[src/rtl/wb_trace.sv]
`default_nettype none
// ============================================================================
//  Module      : wb_trace
//  Description : Register-file write-back tracer. Captures CPU register
//                writes (PC, register number, data) into a show-ahead FIFO
//                with valid/ready drain. Events arriving while the FIFO is
//                full are dropped, counted and flagged with a sticky bit.
//  Revision    : 1.0 - initial release
// ============================================================================
module wb_trace #(
    parameter int DEPTH = 8,
    parameter int CNT_W = 16
) (
    input  logic                     clk,
    input  logic                     reset,
    input  logic                     enable,
    input  logic                     RegWrite,
    input  logic [4:0]               write_address,
    input  logic [31:0]              write_data,
    input  logic [31:0]              PC_out,
    output logic                     trace_valid,
    input  logic                     trace_ready,
    output logic [31:0]              trace_pc,
    output logic [4:0]               trace_addr,
    output logic [31:0]              trace_data,
    output logic [$clog2(DEPTH):0]   count,
    output logic                     overflow,
    output logic [CNT_W-1:0]         dropped
);

    // Pointer width; count needs one extra bit to represent "full".
    localparam int c_PTR_W = $clog2(DEPTH);
    localparam int c_ENT_W = 32 + 5 + 32;

    localparam logic [c_PTR_W-1:0] c_PTR_ONE  = {{(c_PTR_W-1){1'b0}}, 1'b1};
    localparam logic [c_PTR_W:0]   c_CNT_ONE  = {{c_PTR_W{1'b0}}, 1'b1};
    localparam logic [c_PTR_W:0]   c_CNT_FULL = (c_PTR_W+1)'(DEPTH);
    localparam logic [CNT_W-1:0]   c_DROP_ONE = {{(CNT_W-1){1'b0}}, 1'b1};
    localparam logic [CNT_W-1:0]   c_DROP_MAX = {CNT_W{1'b1}};

    // Entry storage: {pc, addr, data}. Deliberately not reset; the output
    // mask below hides stale contents whenever the FIFO is empty.
    logic [c_ENT_W-1:0] r_mem [DEPTH];

    logic [c_PTR_W-1:0] r_wr_ptr;
    logic [c_PTR_W-1:0] r_rd_ptr;
    logic [c_PTR_W:0]   r_count;
    logic               r_overflow;
    logic [CNT_W-1:0]   r_dropped;

    logic               w_capture;
    logic               w_empty;
    logic               w_full;
    logic               w_pop;
    logic               w_push;
    logic               w_drop;
    logic [c_ENT_W-1:0] w_head;

    // Event qualification and push/pop/drop decisions for this cycle.
    always_comb begin
        w_capture = enable & RegWrite & (write_address != 5'd0);
        w_empty   = (r_count == '0);
        w_full    = (r_count == c_CNT_FULL);
        // A pop is only honoured when an entry actually exists.
        w_pop     = trace_ready & ~w_empty;
        // When full, a same-cycle pop frees the slot the push will use.
        w_push    = w_capture & (~w_full | w_pop);
        w_drop    = w_capture & w_full & ~w_pop;
    end

    // Entry write; gated by reset so a reset edge never commits a push.
    always_ff @(posedge clk) begin
        if (w_push && !reset) begin
            r_mem[r_wr_ptr] <= {PC_out, write_address, write_data};
        end
    end

    // Pointers and occupancy; pointers wrap naturally at DEPTH (power of two).
    always_ff @(posedge clk) begin
        if (reset) begin
            r_wr_ptr <= '0;
            r_rd_ptr <= '0;
            r_count  <= '0;
        end else begin
            if (w_push) begin
                r_wr_ptr <= r_wr_ptr + c_PTR_ONE;
            end
            if (w_pop) begin
                r_rd_ptr <= r_rd_ptr + c_PTR_ONE;
            end
            case ({w_push, w_pop})
                2'b10:   r_count <= r_count + c_CNT_ONE;
                2'b01:   r_count <= r_count - c_CNT_ONE;
                default: r_count <= r_count;
            endcase
        end
    end

    // Sticky overflow flag and saturating drop counter; only reset clears them.
    always_ff @(posedge clk) begin
        if (reset) begin
            r_overflow <= 1'b0;
            r_dropped  <= '0;
        end else if (w_drop) begin
            r_overflow <= 1'b1;
            if (r_dropped != c_DROP_MAX) begin
                r_dropped <= r_dropped + c_DROP_ONE;
            end
        end
    end

    // Show-ahead head presentation, masked to zero when empty.
    always_comb begin
        w_head      = r_mem[r_rd_ptr];
        trace_valid = ~w_empty;
        trace_pc    = w_empty ? 32'd0 : w_head[c_ENT_W-1 -: 32];
        trace_addr  = w_empty ? 5'd0  : w_head[36:32];
        trace_data  = w_empty ? 32'd0 : w_head[31:0];
        count       = r_count;
        overflow    = r_overflow;
        dropped     = r_dropped;
    end

endmodule
`default_nettype wire

[config.mk]
export PLATFORM = sky130hd
export DESIGN_NAME = wb_trace
export DESIGN_NICKNAME = d
export VERILOG_FILES = /design/src/rtl/wb_trace.sv
export SDC_FILE = /design/constraint.sdc
export NUM_CORES = 1
export LEC_CHECK = 0
export ABC_AREA = 1
export CORE_MARGIN = 3
export CORE_UTILIZATION = 25
export DETAILED_ROUTE_END_ITERATION = 10
export DONT_BUFFER_PORTS = 1
export PLACE_DENSITY = 0.48
export SLEW_MARGIN = 40
export SYNTH_ARGS = -nofsm -noshare
export SYNTH_HDL_FRONTEND = slang
export SYNTH_SLANG_ARGS = --single-unit
export TNS_END_PERCENT = 1
[constraint.sdc]
create_clock -name clk -period 7.6 [get_ports clk]
set_clock_uncertainty 0.15 [all_clocks]
set_input_delay 1.14 -clock clk [delete_from_list [all_inputs] [get_ports clk]]
set_output_delay 1.14 -clock clk [all_outputs]
set_load 0.01 [all_outputs]
After elaboration in Yosys (flattened, before gate mapping)
Memory sizes are Yosys's and may differ from the RTL's. A register that Yosys moved wholly into a read port is not among the register bits.
Index checks and enable logic that the tools add are counted.
{ "classes": {"n_addsub": 5, "mul": 0, "n_div": 0, "order_cmp": 0, "eq_ne": 4, "shift": 0, "mux": 8, "bitwise": 10, "n_reduce_logical": 6} }
{ "op_table": {"columns": ["operator", "n"], "rows": [
  ["$mux 32", 2],
  ["$add 16x1->16 const B", 1],
  ["$ne 16x16->1 const B", 1],
  ["$pmux 4 s2", 1],
  ["$add 3x1->3 const B", 2],
  ["$and 1x1->1", 6],
  ["$mux 3", 2],
  ["$mux 5", 1],
  ["$reduce_bool 5->1", 1],
  ["$add 4x1->4 const B", 1],
  ["$eq 4x4->1 const B", 1],
  ["$logic_not 4->1", 1],
  ["$sub 4x1->4 const B", 1],
  ["$not 1->1", 3],
  ["$eq 2x1->1 const B", 1],
  ["$eq 2x2->1 const B", 1],
  ["$mux 1", 2],
  ["$reduce_and 2->1", 1],
  ["$reduce_bool 2->1", 1],
  ["$logic_and 1x1->1", 1],
  ["$logic_not 1->1", 1],
  ["$or 1x1->1", 1]
]} }
{ "word_totals": {"reg_bits": 27, "latchBits": 0, "ram_bits": 552, "romBits": 0, "input_bits": 74, "output_inout_bits": 91, "elab_cells": 39, "n_memories": 1} }
{ "mem_list": {"columns": ["memory", "depth", "word_bits", "rd", "rd_ports_with_merged_regs", "write_ports", "line", "source"], "rows": [
  ["r_mem", 8, 69, 1, 1, 1, "43", "logic [c_ENT_W-1:0] r_mem [DEPTH];"]
]} }

Depth between registers and ports, before layout
Gate-level depths: netlist of the first run.
{ "depth": {"ltp_word": 8, "depth_mapped": 16, "mapped_depth_nobuf": 16} }

Least setup slack after synthesis of the first run
No wires, ideal clock.
{ "synth_path": {"kind": "input port to flip-flop", "from": "input trace_ready", "to": "memory r_mem[0][0] (netlist bit), enable pin", "setup_time_ps": 581, "arrival_ps": 6323, "required_time_ps": 6869, "setup_slack_ps": 546, "cell_stages": 6, "path_buffers": 0, "path_cell_list": "nor2_1 -> nand3_1 -> nand3_1 -> nor2_1 -> inv_1 -> nor3_1"} }
{ "synth_between": {"elab_chain_len": 6} }
{ "synth_lines": {"columns": ["item", "line", "source"], "rows": [
  ["start: declaration", "22", "input logic trace_ready,"],
  ["$and 1x1->1", "65", "w_pop = trace_ready & ~w_empty;"],
  ["$or 1x1->1", "67", "w_push = w_capture & (~w_full | w_pop);"],
  ["$and 1x1->1", "67", null],
  ["$logic_and 1x1->1", "73", "if (w_push && !reset) begin"],
  ["$mux 1", "73", null],
  ["$mux 1 (implied by the code)", "74", "r_mem[r_wr_ptr] <= {PC_out, write_address, write_data};"],
  ["end: declaration", "43", null]
]} }
No other way between the ends.

==> metrics, run 1 <==
status finished clean; GPL Wtd Cong 0.752; fin cells 3010; worst min-delay path category register to register; CP Cell Sequence inv_8 -> buf_16 -> buf_4 -> o21ai_0 -> o22ai_1 -> o21ai_0 -> a31oi_1; Hold Vio Cnt, Final 0; CP max stage delay 0.67 ns; Sink Count 582; PostCTS Resize Cnt 0; initial antenna violation count 0; asr flop ratio synth 0; Worst setup EP type primary output; Max-cap violations 0; ratio of cells with drive above 1 in the final layout 0.0763; clk root buf clkbuf_16; post-synth cell types 29; number of global-route vias before repair 14037; largest net degree at the start of global routing 153; syn_nets 1887; GRT Overall Usage 0.125; CTS buffer count 69; CORE AREA 90400 µm²; vias 13795; Pwr per Cell Area 324 nW/µm²; Relative slew margins 0.381; min Tclk post-route 4.72 ns; Worst Max-Slew Pin Slew 0.929 ns; final net count 1863; Post-Syn Area 22900 µm²; initial core utilization 0.253; post-synthesis sequential area ratio 0.749; routed vias/inst 4.58; Final ANT Viol Nets 0; WL/cell 20.0 µm; CTS tree done; placed cells 2887; Port Buffers 0; Synth Register Bits 582; syn avg cell area 12.7 µm²; Int Power 5930 µW; CP Launch Type register; num rows 110; maximum vdd drop 153 µV; switching share of power 0.307; die area 95300 µm²; WP data arrival 3.43 ns; Cells after Synth 1807; EDFF count, synth 552; Top Ports 165; number of fillers in the final layout 8990; Worst EP required 6.31 ns; crit-path most repeated cell o21ai_0; Max Fclk 0.212 GHz; P_sw 2620 µW; CP max FO 80; drt total wl 60200 µm; final-report setup violation count 0; hpwl dp 30800 µm; Period Utilization, post-route 0.621; Area Overhead vs Synth 15.0%; setup tns final 0 ns; WP buf/inv 3; Die W 309 µm; Antenna Cells 0; CP max-delay cell buf_4; yosys warns 0; Clock Latency Late Sink 0.61 ns; Slew Limit Fails 0; DR iter-0 viols 980; clock power share 0.374; Top delay family on crit path buffers and inverters; Crit Path Class register to primary output; RSZ-0062 raised after global routing false; CTS Buffer Depth 3; first-pass GRT wire length 89700 µm; hold buffers post-CTS 0; Leak 0.00831 µW; Reg area 17200 µm²; Seq pwr share 0.421; DRT Pass-1 Iters 5; Clk pin slew, worst setup/hold paths 0.06 ns; Most used DFF post-synth edfxtp_1; htree depth 3; Die Y 309 µm; Post-route DRC 0; total grt overflow 0; area of the multi-input gates 5080 µm²; combinational share of power 0.204; post-CTS setup buffers 0
-- placed cells by master (no fill, tap or decap), types with 5 or more instances in the layout --
| cell type | synthesis | final |
|---|---|---|
| nor2_1 | 449 | 445 |
| clkinv_1 | 0 | 13 |
| inv_1 | 28 | 27 |
| clkbuf_1 | 64 | 10 |
| edfxtp_1 | 552 | 552 |
| buf_6 | 8 | 9 |
| o21ai_0 | 309 | 309 |
| a31oi_1 | 69 | 69 |
| buf_4 | 14 | 10 |
| nand3_1 | 14 | 14 |
| o21ai_1 | 50 | 50 |
| o22ai_1 | 69 | 69 |
| nand2_1 | 62 | 61 |
| nor3_1 | 10 | 6 |
| dfxtp_1 | 30 | 28 |
| clkbuf_16 | 0 | 73 |
| ha_1 | 5 | 5 |
| a21oi_1 | 21 | 21 |
| clkinv_2 | 0 | 12 |
-- final timing paths --
check | start | endpoint | slack, ns | cells past startpoint
worst max-delay path | register | trace_data[16] | 2.88 | 7
worst min-delay path | r_rd_ptr[2]$_SDFFE_PP0N_ | r_rd_ptr[2]$_SDFFE_PP0N_ | 0.31 | 2
worst max register to register | count[0]$_SDFFE_PP0P_ | r_mem[5][5]$_DFFE_PP_ | 4.41 | 7
worst min register to register | r_rd_ptr[2]$_SDFFE_PP0N_ | r_rd_ptr[2]$_SDFFE_PP0N_ | 0.31 | 2
-- Yosys cell counts (all sizes together), types with 4 or more instances --
library cell	instances	share of area
nor2	449	0.074
inv	31	0.0052
dfxtp	30	0.026
nor3	11	0.0029
nand2	62	0.010
xnor2	4	0.0015
edfxtp	552	0.72
a31oi	69	0.019
a21oi	21	0.0046
clkbuf	64	0.010
nand4	4	0.0011
o21ai	359	0.078
ha	5	0.0027
o22ai	69	0.019
buf	55	0.016
xor2	4	0.0015
nand3	15	0.0035
-- registers in the layout, indices dropped and copies added (netlist names), named ones only --
name / flops
r_wr_ptr: 3
r_mem: 552
r_rd_ptr: 3
count: 4
dropped: 16
overflow: 1
-- metrics by stage --
stage	total power (µW)	hold WS (ns)	worst slack (ns)	cell area [µm²]	util
2_1_floorplan	4920	0.283	0.546	22900	-
3_3_place_gp	5430	0.305	3.20	24000	0.266
3_5_place_dp	5460	0.304	3.40	24100	0.267
4_1_cts	8700	0.313	2.71	26300	0.291
5_1_grt	9000	0.348	2.57	26400	0.291
6_report	8550	0.312	2.88	26400	0.291
-- power by group through the flow --
stage,registers [µW],logic [µW],clock network (µW)
2_1_floorplan,3640,1280,0
3_3_place_gp,3720,1710,0
3_5_place_dp,3670,1790,0
4_1_cts,3600,1790,3300
5_1_grt,3610,1970,3420
6_report,3600,1750,3200
-- routing by layer --
layer  global-route usage  share of wire
met5                    0              0
met3               0.0325          0.052
met2                0.212           0.49
met4               0.0465          0.029
met1                0.154           0.43
-- logic make-up (layout without fill, tap and decap cells) --
logic type	after synthesis	after routing	synth area share
flops	582	582	0.749
simple gates	542	542	0.0915
compound gates	519	519	0.121
buf+inv	150	177	0.0314
xor+xnor	8	8	0.00306
fa+ha+maj	6	6	0.00360
-- area by class of cell --
cell class              count  area share
flip-flops and latches    582       0.652
multi-input cells        1075       0.193
clock buffers              85      0.0718
well taps                1176      0.0558
clock inverters            37      0.0118
repair buffers             24      0.0108
inverters                  31     0.00499
-- worst reg2reg max path: stages (launching register included) --
cell     delay (ns)
dfxtp_1        0.47
nor2_1         0.15
nand3_1        0.13
nand3_1        0.17
nor2_1         0.20
nand2_1        0.25
nor2_4         0.57
buf_6          0.67
(Power assumes the default switching activity.)
==> inputs of run 2 (changes only) <==
Settings changed: PLACE_DENSITY 0.48 to 0.5.
Clock period 7.6 ns to 3.9 ns, I/O delays scaled along.
==> run 2 against run 1 <==
  * First-iteration DRC count down 3.9%
  * Hold slack worse by 0.12 ns
  * Sequential share of layout area fell by 1.9 points
  * Wire length decreased by 1.7%
  * Critical path depth down 1
  * Clock power rose by 83%
  * Design area grew 3.1%
  * Critical path type unchanged
  * Worst setup slack got worse by 2.4 ns
  * Non-clock buffer count grew 76
  * Combinational power up 110%
==> metrics, run 2 (same netlist as run 1, synthesis figures left out) <==
initial core utilization 0.253; die area 95300 µm²; min Tclk post-route 3.42 ns; P_sw 5160 µW; total grt overflow 0; met3 Usage GRT 0.0323; GPL Wtd Cong 0.783; worst min-delay path category input port to register; Reg area 17200 µm²; first-pass GRT wire length 88800 µm; post-route cell area 27200 µm²; Max Fclk 0.293 GHz; Seq pwr share 0.426; DR iter-0 viols 942; Final Total Pwr 16500 µW; CP max FO 130; maximum vdd drop 299 µV; routed vias/inst 4.65; Int Power 11300 µW; Slew Limit Fails 0; Port Buffers 0; PostCTS Resize Cnt 0; dpl ws 1.12 ns; hpwl dp 30400 µm; Die Y 309 µm; fin cells 3091; placed cell area 24400 µm²; largest reg by FF count r_mem; num rows 110; Period Utilization, post-route 0.876; Pwr per Cell Area 606 nW/µm²; r2r setup slk 1.30 ns; number of global-route vias before repair 14350; post-CTS setup buffers 0; end of the worst register-to-register path r_mem[5][14]$_DFFE_PP_; Worst EP required 3.16 ns; met2 Track Usage GR 0.196; Final ANT Viol Nets 0; Worst Max-Slew Pin Slew 0.694 ns; CP Cell Sequence buf_12 -> buf_16 -> o21ai_0 -> o22ai_1 -> o21ai_0 -> a31oi_1; CP Launch Type register; WP data arrival 2.68 ns; combinational share of power 0.218; CP max-delay cell a31oi_1; hold buffers post-CTS 70; clock power share 0.356; clk root buf clkbuf_16; Clock Latency Late Sink 0.59 ns; CTS buffer count 68; commonest cells after routing, fill and taps aside 552 x edfxtp_1, 445 x nor2_1, 309 x o21ai_0; CTS Buffer Depth 3; number of fillers in the final layout 9003; Worst Reg-to-Reg Cells 7; Relative slew margins 0.537; max FFs per register 552; commonest non-fill, non-tap cell in the layout edfxtp_1; ratio of cells with drive above 1 in the final layout 0.0743; M1 GR Usage 0.160; Leak 0.00862 µW; Max-cap violations 0; Crit Path Class register to primary output; GRT Overall Usage 0.122; placed cells 2893; Die W 309 µm; CP max stage delay 0.41 ns; WP buf/inv 2; Clk pin slew, worst setup/hold paths 0.05 ns; largest net degree at the start of global routing 170; RSZ-0062 raised after global routing false; Top Ports 165; crit-path most repeated cell o21ai_0; CTS tree done; WL/cell 19.1 µm; final-report setup violation count 0; most used routing layer met2; Hold Crit Start trace_ready; CORE AREA 90400 µm²; htree depth 3; switching share of power 0.313; Worst setup EP type primary output; Post-route DRC 0; drt total wl 59200 µm; Sink Count 582; WHS Path Cells 3; area of the multi-input gates 5100 µm²; Top delay family on crit path compound AO/OA/AOI/OAI gates; vias 14380; initial antenna violation count 7; status finished clean; DRT Pass-1 Iters 6; Area Overhead vs Synth 18.5%; reg2reg start count[1]$_SDFFE_PP0P_; critical path depth 6; setup ws final 0.485 ns; Hold Vio Cnt, Final 0; final net count 1938; Worst Hold Margin 0.192 ns
-- run 2: cell types whose count changed in the layout (fill, tap and decap cells not counted), moves of 3 or more --
cell           change
dlygate4sd3_1     +70
nor3_2             -4
clkbuf_1           +3
bufinv_16          -4
nor3_4             +4
buf_6              -9
buf_12            +17
diode_2            +4
-- run 2: per-layer routing --
| metal | wire [µm] | part of all wire |
|---|---|---|
| met1 | 26600 | 0.45 |
| met2 | 27800 | 0.47 |
| met3 | 3580 | 0.060 |
| met4 | 1250 | 0.021 |
| met5 | 27 | 0.00046 |
-- run 2: power by group through the flow --
stage               registers, µW  logic [µW]  clock network, µW
finish                       7020        3590               5860
global route                 7020        4020               6290
floorplan                    7090        2500                  0
global placement             7150        3480                  0
detailed placement           7150        3530                  0
CTS                          7020        3660               6050
-- run 2: layout make-up --
type	count	area share
clock inverter	38	0.00815
inverter	31	0.00474
tap	1176	0.0542
clock buffer	85	0.0677
multi-input combinational	1075	0.188
sequential	582	0.633
antenna	4	0.000368
timing repair buffer	100	0.0445
-- run 2: worst max-delay path by stage --
stage | endpoint | slack (ns)
final | trace_data[29] | 0.48
after global placement | trace_pc[30] | 1.13
after global routing | trace_pc[1] | 0.32
after detailed placement | r_mem[5][26]$_DFFE_PP_ | 1.12
after floorplan | r_mem[1][0]$_DFFE_PP_ | -0.75
after CTS | trace_pc[30] | 0.47
-- run 2: metrics by stage --
| stage | TNS (ns) | util |
|---|---|---|
| finish | 0 | 0.300 |
| global route | 0 | 0.300 |
| CTS | 0 | 0.300 |
| detailed placement | 0 | 0.269 |
| global placement | 0 | 0.269 |
| floorplan | -346.57 | - |
-- run 2: worst min-delay path, cell delays in order --
cell and delay (ns):
nand2_1 0.08, o21ai_0 0.17, nor2_1 0.06
